`src/rtl/uart_word_tx_pkg.sv`:
```
// uart_word_tx_pkg: shared types and helpers for the word-level UART transmitter.
//   tx_state_e   : per-byte 8N1 frame FSM states (IDLE/START/DATA/STOP)
//   word_state_e : word sequencer states
//   cycles_per_bit / cnt_width : baud divider and counter width helpers
package uart_word_tx_pkg;

   localparam int unsigned DATA_BITS      = 8;
   localparam int unsigned BYTES_PER_WORD = 4;
   localparam int unsigned WORD_W         = DATA_BITS * BYTES_PER_WORD;

   typedef enum logic [1:0] {
      TX_IDLE  = 2'd0,
      TX_START = 2'd1,
      TX_DATA  = 2'd2,
      TX_STOP  = 2'd3
   } tx_state_e;

   typedef enum logic {
      W_IDLE = 1'b0,
      W_SEND = 1'b1
   } word_state_e;

   // Clock cycles spent on each bit of the line.
   function automatic int unsigned cycles_per_bit(input int unsigned clk_hz,
                                                  input int unsigned bit_rate);
      return clk_hz / bit_rate;
   endfunction

   // Counter width able to hold 0..n-1, never narrower than one bit.
   function automatic int unsigned cnt_width(input int unsigned n);
      return (n > 1) ? $clog2(n) : 1;
   endfunction

endpackage

```
`src/rtl/uart_tx_byte.sv`:
```
// uart_tx_byte: one-byte 8N1 serialiser.
//   clk, resetn   : clock, async active-low reset
//   byte_valid_i  : byte_data_i holds a byte to send
//   byte_data_i   : byte to send, captured when taken
//   byte_ready_c  : a byte is taken this cycle if byte_valid_i is high (combinational)
//   byte_done_c   : last cycle of the final stop bit (combinational)
//   txd_o         : serial line, registered, idle high
module uart_tx_byte
   import uart_word_tx_pkg::*;
#(
   parameter int unsigned CYCLES_PER_BIT = 5208,
   parameter int unsigned STOP_BITS      = 1
) (
   input  logic                 clk,
   input  logic                 resetn,
   input  logic                 byte_valid_i,
   input  logic [DATA_BITS-1:0] byte_data_i,
   output logic                 byte_ready_c,
   output logic                 byte_done_c,
   output logic                 txd_o
);

   localparam int unsigned      CNT_W     = cnt_width(CYCLES_PER_BIT);
   localparam int unsigned      BIT_W     = 3;
   localparam logic [CNT_W-1:0] CYC_LAST  = CNT_W'(CYCLES_PER_BIT - 1);
   localparam logic [BIT_W-1:0] DATA_LAST = BIT_W'(DATA_BITS - 1);
   localparam logic [BIT_W-1:0] STOP_LAST = BIT_W'(STOP_BITS - 1);

   tx_state_e            state_q, state_d;
   logic [CNT_W-1:0]     cyc_q, cyc_d;
   logic [BIT_W-1:0]     bit_q, bit_d;
   logic [DATA_BITS-1:0] data_q, data_d;
   logic                 txd_q, txd_d;
   logic                 bit_end_c;

   assign bit_end_c = (cyc_q == CYC_LAST);

   // State register.
   always_ff @(posedge clk or negedge resetn) begin
      if (!resetn) begin
         state_q <= TX_IDLE;
         cyc_q   <= '0;
         bit_q   <= '0;
         data_q  <= '0;
         txd_q   <= 1'b1;
      end else begin
         state_q <= state_d;
         cyc_q   <= cyc_d;
         bit_q   <= bit_d;
         data_q  <= data_d;
         txd_q   <= txd_d;
      end
   end

   // Frame sequencing; bit_q counts data bits in DATA and stop bits in STOP.
   always_comb begin
      state_d      = state_q;
      cyc_d        = cyc_q;
      bit_d        = bit_q;
      data_d       = data_q;
      byte_ready_c = 1'b0;
      byte_done_c  = 1'b0;
      case (state_q)
         TX_IDLE: begin
            byte_ready_c = 1'b1;
            if (byte_valid_i) begin
               state_d = TX_START;
               cyc_d   = '0;
               bit_d   = '0;
               data_d  = byte_data_i;
            end
         end
         TX_START: begin
            if (bit_end_c) begin
               cyc_d   = '0;
               state_d = TX_DATA;
            end else begin
               cyc_d = cyc_q + CNT_W'(1);
            end
         end
         TX_DATA: begin
            if (bit_end_c) begin
               cyc_d = '0;
               if (bit_q == DATA_LAST) begin
                  bit_d   = '0;
                  state_d = TX_STOP;
               end else begin
                  bit_d = bit_q + BIT_W'(1);
               end
            end else begin
               cyc_d = cyc_q + CNT_W'(1);
            end
         end
         TX_STOP: begin
            if (bit_end_c) begin
               cyc_d = '0;
               if (bit_q == STOP_LAST) begin
                  // A pending byte starts straight away: no idle gap.
                  byte_done_c  = 1'b1;
                  byte_ready_c = 1'b1;
                  bit_d        = '0;
                  if (byte_valid_i) begin
                     state_d = TX_START;
                     data_d  = byte_data_i;
                  end else begin
                     state_d = TX_IDLE;
                  end
               end else begin
                  bit_d = bit_q + BIT_W'(1);
               end
            end else begin
               cyc_d = cyc_q + CNT_W'(1);
            end
         end
         default: state_d = TX_IDLE;
      endcase
   end

   // Line level follows the current state one clock later, straight from a flop.
   always_comb begin
      txd_d = 1'b1;
      case (state_q)
         TX_START: txd_d = 1'b0;
         TX_DATA:  txd_d = data_q[bit_q];
         default:  txd_d = 1'b1;
      endcase
   end

   assign txd_o = txd_q;

endmodule

```
`src/rtl/uart_word_tx.sv`:
```
// uart_word_tx: sends 32-bit words as four 8N1 frames, least-significant byte first.
//   clk, resetn  : clock, async active-low reset
//   uart_tx_en   : gates acceptance of new words (a word in flight always completes)
//   word_valid   : word_data is valid
//   word_ready   : registered, a word is accepted on this edge if word_valid is high
//   word_data    : word to transmit, captured on accept
//   uart_txd     : serial line, idle high, registered
//   uart_tx_busy : a word is in flight
//   word_done    : one-cycle pulse when the last stop bit of byte 3 ends
module uart_word_tx
   import uart_word_tx_pkg::*;
#(
   parameter int unsigned CLK_HZ    = 50000000,
   parameter int unsigned BIT_RATE  = 9600,
   parameter int unsigned STOP_BITS = 1
) (
   input  logic              clk,
   input  logic              resetn,
   input  logic              uart_tx_en,
   input  logic              word_valid,
   output logic              word_ready,
   input  logic [WORD_W-1:0] word_data,
   output logic              uart_txd,
   output logic              uart_tx_busy,
   output logic              word_done
);

   localparam int unsigned      CYCLES_PER_BIT = cycles_per_bit(CLK_HZ, BIT_RATE);
   localparam int unsigned      IDX_W          = $clog2(BYTES_PER_WORD);
   localparam logic [IDX_W-1:0] IDX_LAST       = IDX_W'(BYTES_PER_WORD - 1);

   word_state_e          state_q, state_d;
   logic [IDX_W-1:0]     idx_q, idx_d;
   logic [WORD_W-1:0]    word_q, word_d;
   logic                 busy_q, busy_d;
   logic                 done_q, done_d;
   logic                 ready_q, ready_d;

   logic                 accept_c;
   logic [IDX_W-1:0]     nxt_idx_c;
   logic                 byte_valid_c;
   logic [DATA_BITS-1:0] byte_data_c;
   logic                 byte_ready_c;
   logic                 byte_done_c;

   assign accept_c  = word_valid & ready_q;
   assign nxt_idx_c = idx_q + IDX_W'(1);

   // The first byte comes straight from word_data so it starts on the accept edge;
   // later bytes are offered while the previous one is still on the line.
   assign byte_valid_c = accept_c | (busy_q & (idx_q != IDX_LAST));
   assign byte_data_c  = accept_c ? word_data[DATA_BITS-1:0]
                                  : word_q[{nxt_idx_c, 3'b000} +: DATA_BITS];

   uart_tx_byte #(
      .CYCLES_PER_BIT (CYCLES_PER_BIT),
      .STOP_BITS      (STOP_BITS)
   ) u_tx_byte (
      .clk          (clk),
      .resetn       (resetn),
      .byte_valid_i (byte_valid_c),
      .byte_data_i  (byte_data_c),
      .byte_ready_c (byte_ready_c),
      .byte_done_c  (byte_done_c),
      .txd_o        (uart_txd)
   );

   // State register.
   always_ff @(posedge clk or negedge resetn) begin
      if (!resetn) begin
         state_q <= W_IDLE;
         idx_q   <= '0;
         word_q  <= '0;
         busy_q  <= 1'b0;
         done_q  <= 1'b0;
         ready_q <= 1'b0;
      end else begin
         state_q <= state_d;
         idx_q   <= idx_d;
         word_q  <= word_d;
         busy_q  <= busy_d;
         done_q  <= done_d;
         ready_q <= ready_d;
      end
   end

   // Word handshake and byte index sequencing.
   always_comb begin
      state_d = state_q;
      idx_d   = idx_q;
      word_d  = word_q;
      busy_d  = busy_q;
      done_d  = 1'b0;
      ready_d = 1'b0;
      case (state_q)
         W_IDLE: begin
            if (accept_c) begin
               state_d = W_SEND;
               word_d  = word_data;
               idx_d   = '0;
               busy_d  = 1'b1;
            end else begin
               ready_d = uart_tx_en;
            end
         end
         W_SEND: begin
            if (byte_valid_c && byte_ready_c) begin
               idx_d = nxt_idx_c;
            end
            if (byte_done_c && (idx_q == IDX_LAST)) begin
               state_d = W_IDLE;
               idx_d   = '0;
               busy_d  = 1'b0;
               done_d  = 1'b1;
            end
         end
         default: state_d = W_IDLE;
      endcase
   end

   assign word_ready   = ready_q;
   assign uart_tx_busy = busy_q;
   assign word_done    = done_q;

endmodule
```
`config.mk`:
```
export PLATFORM = sky130hd
export DESIGN_NAME = uart_word_tx
export DESIGN_NICKNAME = d
export VERILOG_FILES = /design/src/rtl/uart_word_tx_pkg.sv /design/src/rtl/uart_tx_byte.sv /design/src/rtl/uart_word_tx.sv
export SDC_FILE = /design/constraint.sdc
export NUM_CORES = 1
export LEC_CHECK = 0
export CELL_PAD_IN_SITES_DETAIL_PLACEMENT = 1
export CELL_PAD_IN_SITES_GLOBAL_PLACEMENT = 2
export CORE_UTILIZATION = 34
export DETAILED_ROUTE_END_ITERATION = 12
export PLACE_DENSITY_LB_ADDON = 0.1
export REMOVE_ABC_BUFFERS = 1
export SLEW_MARGIN = 30
export SYNTH_ARGS = -nofsm -noshare
export SYNTH_HDL_FRONTEND = slang
export SYNTH_HIERARCHICAL = 1
export SYNTH_SLANG_ARGS = --single-unit
```
`constraint.sdc`:
```
create_clock -name clk -period 2.16 [get_ports clk]
set_input_delay 0.432 -clock clk [delete_from_list [all_inputs] [get_ports clk]]
set_output_delay 0.432 -clock clk [all_outputs]
set_load 0.01 [all_outputs]
```
======== Word-level counts from Yosys, hierarchy flattened ========
Index checks and enable logic that the tools add are counted.
storage, ports and cells
  output and inout port bits .............. 4
  word-level logic and storage cells ...... 92
  register bits after elaboration ......... 65
  bits of input ports ..................... 36
operators by class
  shifts and indexed selects .............. 1
  $add $sub $neg .......................... 3
  muxes and demuxes ....................... 43
  reduce and logical (&&, ||, !) cells .... 13
  eq/ne operators ......................... 16
  bitwise gates (word level) .............. 4
  order comparisons ....................... 1
operators with widths
  kind                                                                  count
  8-bit 2-to-1 mux                                                      4
  32-bit by 6-bit indexed part select with 8-bit output                 1
  13-bit 2-to-1 mux                                                     2
  13-bit case mux with 2 select lines                                   1
  2-bit 2-to-1 mux                                                      9
  8-bit case mux with 2 select lines                                    1
  3-bit 2-to-1 mux                                                      5
  13-bit by 1-bit adder with 13-bit output, second input constant       1
  13-bit == test, second input constant                                 1
  1-bit 2-to-1 mux                                                      13
  2-bit by 1-bit != test with 1-bit output, second input constant       6
  3-bit case mux with 3 select lines                                    1
  1-bit case mux with 2 select lines                                    4
  2-bit case mux with 4 select lines                                    1
  2-bit == test, second input constant                                  3
  2-bit != test, second input constant                                  3
  2-bit AND reduction                                                   3
  6-bit AND reduction                                                   1
  3-bit by 4-bit < comparator with 1-bit output, second input constant  1
  2-bit case mux with 2 select lines                                    1
  4-bit AND reduction                                                   1
  3-bit by 1-bit adder with 3-bit output, second input constant         1
  1-bit binary-select mux with 3-bit select                             1
  3-bit == test, second input constant                                  1
  13 further kinds                                                      15

======== Longest topological paths before layout ========
Gate-level depths: netlist of run 1.
  depth after elaboration ................. 8
  gate-level depth with buffers ........... 8
  depth with buffers taken out ............ 8

======== Hierarchy ========
Netlist of run 1, hierarchy kept.
modules (own cells, without submodules)
  module        cells an instance  sequential area each (um^2)  area an instance (um^2)  times used
  uart_word_tx  131                950.9                        1790.5                   1
  uart_tx_byte  151                676.9                        1581.5                   1

======== Worst setup path after synthesis of run 1 ========
OpenSTA, ideal clock, no wires.
  path kind ............................... register to register
  from .................................... reg u_tx_byte.cyc_q[3]
  to ...................................... reg idx_q[0]
  buffers on the path ..................... 0
  setup slack ............................. -0.090 ns
  period minus slack after synthesis ...... 2.250 ns
  data required time ...................... 2.030 ns
  arrival ................................. 2.120 ns
  stages on the path, launching flop included .. 8
  library setup time ...................... 0.130 ns
  path through ............................ dfrtp_1 -> or4b_4 -> or3_4 -> nor4_1 -> o21ba_2 -> and2_1 -> o21a_1 -> o31ai_1
between the ends
  word-level cells in the longest chain between the ends .. 6
  elaborated cells between the ends (all ways) .. 10
  classes of those cells .................. 2 x eq/ne; 5 x mux; 3 x reduce/logical
ends and longest elaborated chain
  element                                                                       line                 RTL
  from (decl)                                                                   uart_tx_byte.sv:30   logic [CNT_W-1:0] cyc_q, cyc_d;
  from (signal assigned)                                                        uart_tx_byte.sv:48   cyc_q <= cyc_d;
  13-bit == test *                                                              uart_tx_byte.sv:36   assign bit_end_c = (cyc_q == CYC_LAST);
  1-bit 2-to-1 mux *                                                            uart_tx_byte.sv:95   if (bit_end_c) begin
  1-bit 2-to-1 mux *                                                            uart_tx_byte.sv:63   case (state_q)
  via byte_done_c                                                               uart_word_tx.sv:44   logic byte_done_c;
  1-bit logical AND *                                                           uart_word_tx.sv:110  if (byte_done_c && (idx_q == IDX_LAST)) begin
  2-bit 2-to-1 mux or 3-bit by 1-bit != test with 1-bit output (tied branches)  n/a
  2-bit case mux with 2 select lines or 2-bit AND reduction (tied branches)     n/a
  to (signal assigned)                                                          uart_word_tx.sv:79   idx_q <= idx_d;
  to (decl)                                                                     uart_word_tx.sv:33   logic [IDX_W-1:0] idx_q, idx_d;
Mark *: on every way through the listed nets, which the timed path passes. The rest lies on a longest branch.
A chain may end at the register's enable or synchronous reset.

======== Final worst setup path of run 1 ========
  from .................................... reg u_tx_byte.cyc_q[5]
  to ...................................... reg u_tx_byte.data_q[2]
between the ends
  word-level cells in the longest chain between the ends .. 3
ends and longest elaborated chain
  element                                                    line                RTL
  13-bit == test                                             uart_tx_byte.sv:36
  2-bit by 1-bit != test with 1-bit output (no source line)  n/a
  3-bit AND reduction (no source line)                       n/a
  to (signal assigned)                                       uart_tx_byte.sv:50  data_q <= data_d;
  to (decl)                                                  uart_tx_byte.sv:32  logic [DATA_BITS-1:0] data_q, data_d;
Every way passes these cells.

==> results of run 1 <==
[metrics by stage]
| stage | setup TNS [ns] | std cells | total power, mW |
|---|---|---|---|
| 5_1_grt | -1.193 | 488 | 3.731 |
| 3_5_place_dp | -1.417 | 469 | 2.498 |
| 4_1_cts | -0.5298 | 487 | 3.556 |
| 3_3_place_gp | -1.340 | 469 | 2.470 |
| 6_report | -0.4260 | 488 | 3.508 |
| 2_1_floorplan | -0.7833 | 273 | 2.206 |
[worst reg2reg max path, delay by kind of cell (launching register included)]
kind	cells	cell delay (ns)
flip-flops	1	0.38
AND/OR/NAND/NOR	2	0.98
multiplexers	1	0.30
AO/OA/AOI/OAI	1	0.13
buffers and inverters	2	0.32
[final cells by class]
type,instances,share of cell area (%)
tap,129,3.684
clock buffer,10,2.913
sequential,65,37.15
timing repair buffer,70,14.76
inverter,14,1.199
clock inverter,6,1.513
multi-input combinational,194,38.78
[flip-flops by register name, summed over array words and instances, names as in the netlist]
signal,flops
word_q,32
u_tx_byte/cyc_q,13
u_tx_byte/data_q,8
u_tx_byte/bit_q,3
idx_q,2
u_tx_byte/state_q,2
state_q,1
u_tx_byte/txd_o,1
uart_tx_busy,1
word_done,1
word_ready,1
[cells in the mapped netlist, types with 2 or more instances]
library cell / n
nor3_1: 2
o2111ai_1: 3
nor2b_1: 3
or2_2: 2
nand4_1: 5
a21oi_1: 3
nand2b_1: 4
a31oi_1: 2
mux2_1: 3
buf_6: 4
nor2_1: 12
inv_1: 14
and3_1: 4
nand3_1: 8
o31ai_1: 3
clkbuf_1: 3
a2bb2oi_1: 2
o21ai_0: 10
xor2_1: 3
mux4_2: 10
and2_1: 4
mux2_2: 40
dfrtp_1: 64
nand2_1: 37
mux2i_1: 3
nand4b_1: 2
and4_1: 2
ha_1: 11
o311ai_0: 2
[kinds of logic after synthesis]
kind of cell    after synthesis  synth area share (%)
compound gates               33                 7.199
xor+xnor                      3                0.7794
fa+ha+maj                    11                 4.082
buf+inv                      23                 3.599
flops                        65                 48.27
mux                          56                 21.93
simple gates                 91                 14.14
[worst min-delay path by stage]
stage / cells after the start / from / end / slack (ns)
6_report: 2 / resetn / word_q[24]$_DFFE_PN0P_ / 0.09
5_1_grt: 2 / resetn / word_q[24]$_DFFE_PN0P_ / 0.11
4_1_cts: 2 / resetn / word_q[24]$_DFFE_PN0P_ / 0.10
3_5_place_dp: 2 / resetn / word_q[24]$_DFFE_PN0P_ / 0.48
3_3_place_gp: 2 / resetn / word_q[16]$_DFFE_PN0P_ / 0.48
2_1_floorplan: 0 / resetn / idx_q[0]$_DFFE_PN0P_ / 0.14
[metal layers]
| layer | vias to the layer above | share of wire [%] | global-route usage [%] |
|---|---|---|---|
| met5 | - | 0 | 0 |
| met4 | 0 | 1.5 | 6.355 |
| met3 | 12 | 3.0 | 3.796 |
| met2 | 38 | 46 | 28.59 |
| met1 | 1203 | 49 | 23.99 |
| li1 | 1168 | - | - |
[what timing repair did]
| item | 4_1_cts | 5_1_grt |
|---|---|---|
| gates resized for setup | 14 | 4 |
| setup buffers | 2 | 1 |
| hold buffers | 0 | 0 |
| pin swaps | 3 | 1 |
| cloned | 0 | 0 |
| setup endpoints to repair | 13 | 15 |
[power by group through the flow]
| stage | clock network (mW) | logic [mW] | registers [mW] |
|---|---|---|---|
| after floorplan | 0 | 0.591 | 1.61 |
| after global placement | 0 | 0.837 | 1.63 |
| after detailed placement | 0 | 0.859 | 1.64 |
| after CTS | 1.07 | 0.871 | 1.62 |
| after global routing | 1.12 | 0.962 | 1.65 |
| final | 1.03 | 0.863 | 1.61 |
==> impl_metrics.py, run 1 <==
metrics = {
    "setup_path": {
        "cp_slowest_cell": "or4b_4",
        "slowest_delay_ns": 0.55,
        "cp.depth": 6,
        "cp-startpoint": "u_tx_byte/cyc_q[5]$_DFFE_PN0P_",
        "crit_required_ns": 2.39,
        "critPathTopFamily": "simple AND/OR/NAND/NOR gates",
        "crit_chain": "or4b_4, or3_4, buf_6, o22ai_4, buf_12, mux2_4",
        "cp_num_buf_inv": 2,
        "crit_path_start_kind": "flip-flop",
        "r2r-start": "u_tx_byte/cyc_q[5]$_DFFE_PN0P_",
        "cp_max_fo": 8,
        "endpoint_kind": "flip-flop",
        "r2r_setup_slack_ns": -0.05,
        "r2r_cells": 6,
        "regToRegEndpoint": "u_tx_byte/data_q[2]$_DFFE_PN0P_",
        "cp.arrival_ns": 2.44,
        "critical_path_class": "reg2reg",
        "crit_end": "u_tx_byte/data_q[2]$_DFFE_PN0P_",
    },
    "status": {
        "outcome": "finished with violations",
        "violations": "setup timing",
    },
    "clock_tree": {
        "cts_sinks": 65,
        "clk_pin_slew_worst_paths_ns": 0.07,
        "root_buffer": "clkbuf_8",
        "cts_tree": "built",
        "htreeDepth": 3,
        "insertion_delay_ns": 0.35,
        "numCtsBuffers": 9,
        "clockBufferDepth": 2,
    },
    "synth": {
        "synth-seq-cells": 65,
        "synth_top_cell_by_area": "dfrtp_1",
        "synth-edff-count": 0,
        "yosysWarnings": 6,
        "syn-mean-instance-area_sq_um": 11.96,
        "synth_area_sq_um": 3372,
        "synth-async-reset-ratio_pct": 100.0,
        "synth_cell_types": 46,
        "synth.top_cells.by_area": "dfrtp_1 (47%), mux2_2 (13%), mux4_2 (6.7%)",
        "syn_inst": 282,
        "seq_area_frac_synth_pct": 48.27,
        "synth_top_area_share_pct": 47.50,
        "synthFlopType": "dfrtp_1",
    },
    "cells_and_area": {
        "multiInputGateArea_sq_um": 1699,
        "fillCellCount": 1027,
        "mostFrequentLayoutCells": "dfrtp_1 (64), clkdlybuf4s50_1 (38), nand2_1 (37)",
        "fin_area_sq_um": 4382,
        "final-seq-area_sq_um": 1628,
        "antennaDiodeCount": 0,
        "drive_gt1_share_pct": 31.20,
        "areaGrowthSynthToFinish_pct": 29.94,
        "final_util_pct": 46.54,
        "final_common_cell": "dfrtp_1",
        "final_nets": 401,
    },
    "power_and_ir_drop": {
        "clkPwrFrac_pct": 29.4,
        "power_switching_mw": 0.9570,
        "ir_drop_uv": 407.1,
        "power_frac_comb_pct": 24.6,
        "switching_share_pct": 27.28,
        "power_frac_seq_pct": 46.0,
        "leakage_nw": 1.971,
        "internal_power_mw": 2.551,
        "powerDensity_nw_per_um2": 800.6,
    },
    "floorplanning": {
        "die_x_microns": 101.6,
        "die_y_microns": 101.6,
        "start_util_pct": 35.81,
        "io_pins": 40,
        "core_sq_um": 9415,
        "rows": 35,
        "die_area_sq_um": 10320,
    },
    "timing": {
        "min_period_over_period_pct": 102.2,
        "slew_headroom_pct": 63.81,
        "rsz0062_at_grt": "yes",
        "clock_skew_ns": 0.01267,
        "drv_slew": 0,
        "period_minus_slack_ns": 2.207,
        "finalHoldViolCount": 0,
        "fmaxAchievable_mhz": 453.1,
        "tightestPinTransition_ns": 0.5429,
        "fin_ws_ns": -0.04712,
        "holdWs_ns": 0.09480,
        "setup_viol": 10,
    },
    "job": {
        "max_cap_viol_count": 0,
    },
    "global_route": {
        "grt_max_degree": 66,
        "grt_pass1_wl_microns": 13900,
        "track_usage_pct": 17.89,
        "grt-ovfl-total": 0,
        "grt_pass1_vias": 2675,
        "antenna_found_initial": 0,
    },
    "detailed_routing": {
        "vias_per_cell": 4.961,
        "drt_pass1_iterations": 4,
        "remaining_drc_errors": 0,
        "vias": 2421,
        "wl_per_cell_microns": 16.39,
        "wirelength_microns": 8000,
        "ant_nets": 0,
        "first_iter_violations": 53,
    },
    "place": {
        "io_buffers": 39,
        "dpl_worst_slack_ns": -0.1297,
        "hpwl_microns": 5554,
        "placed_area_sq_um": 4085,
        "gp_congestion": 0.7639,
    },
    "min_path": {
        "holdCritPathClass": "in2async",
    },
}
(Power assumes the default switching activity.)
==> inputs of run 2 (changes only) <==
Settings changed: SLEW_MARGIN 30 to default.
==> results of run 2 <==
The final DEF is identical to that of run 1; final timing and power are the same.
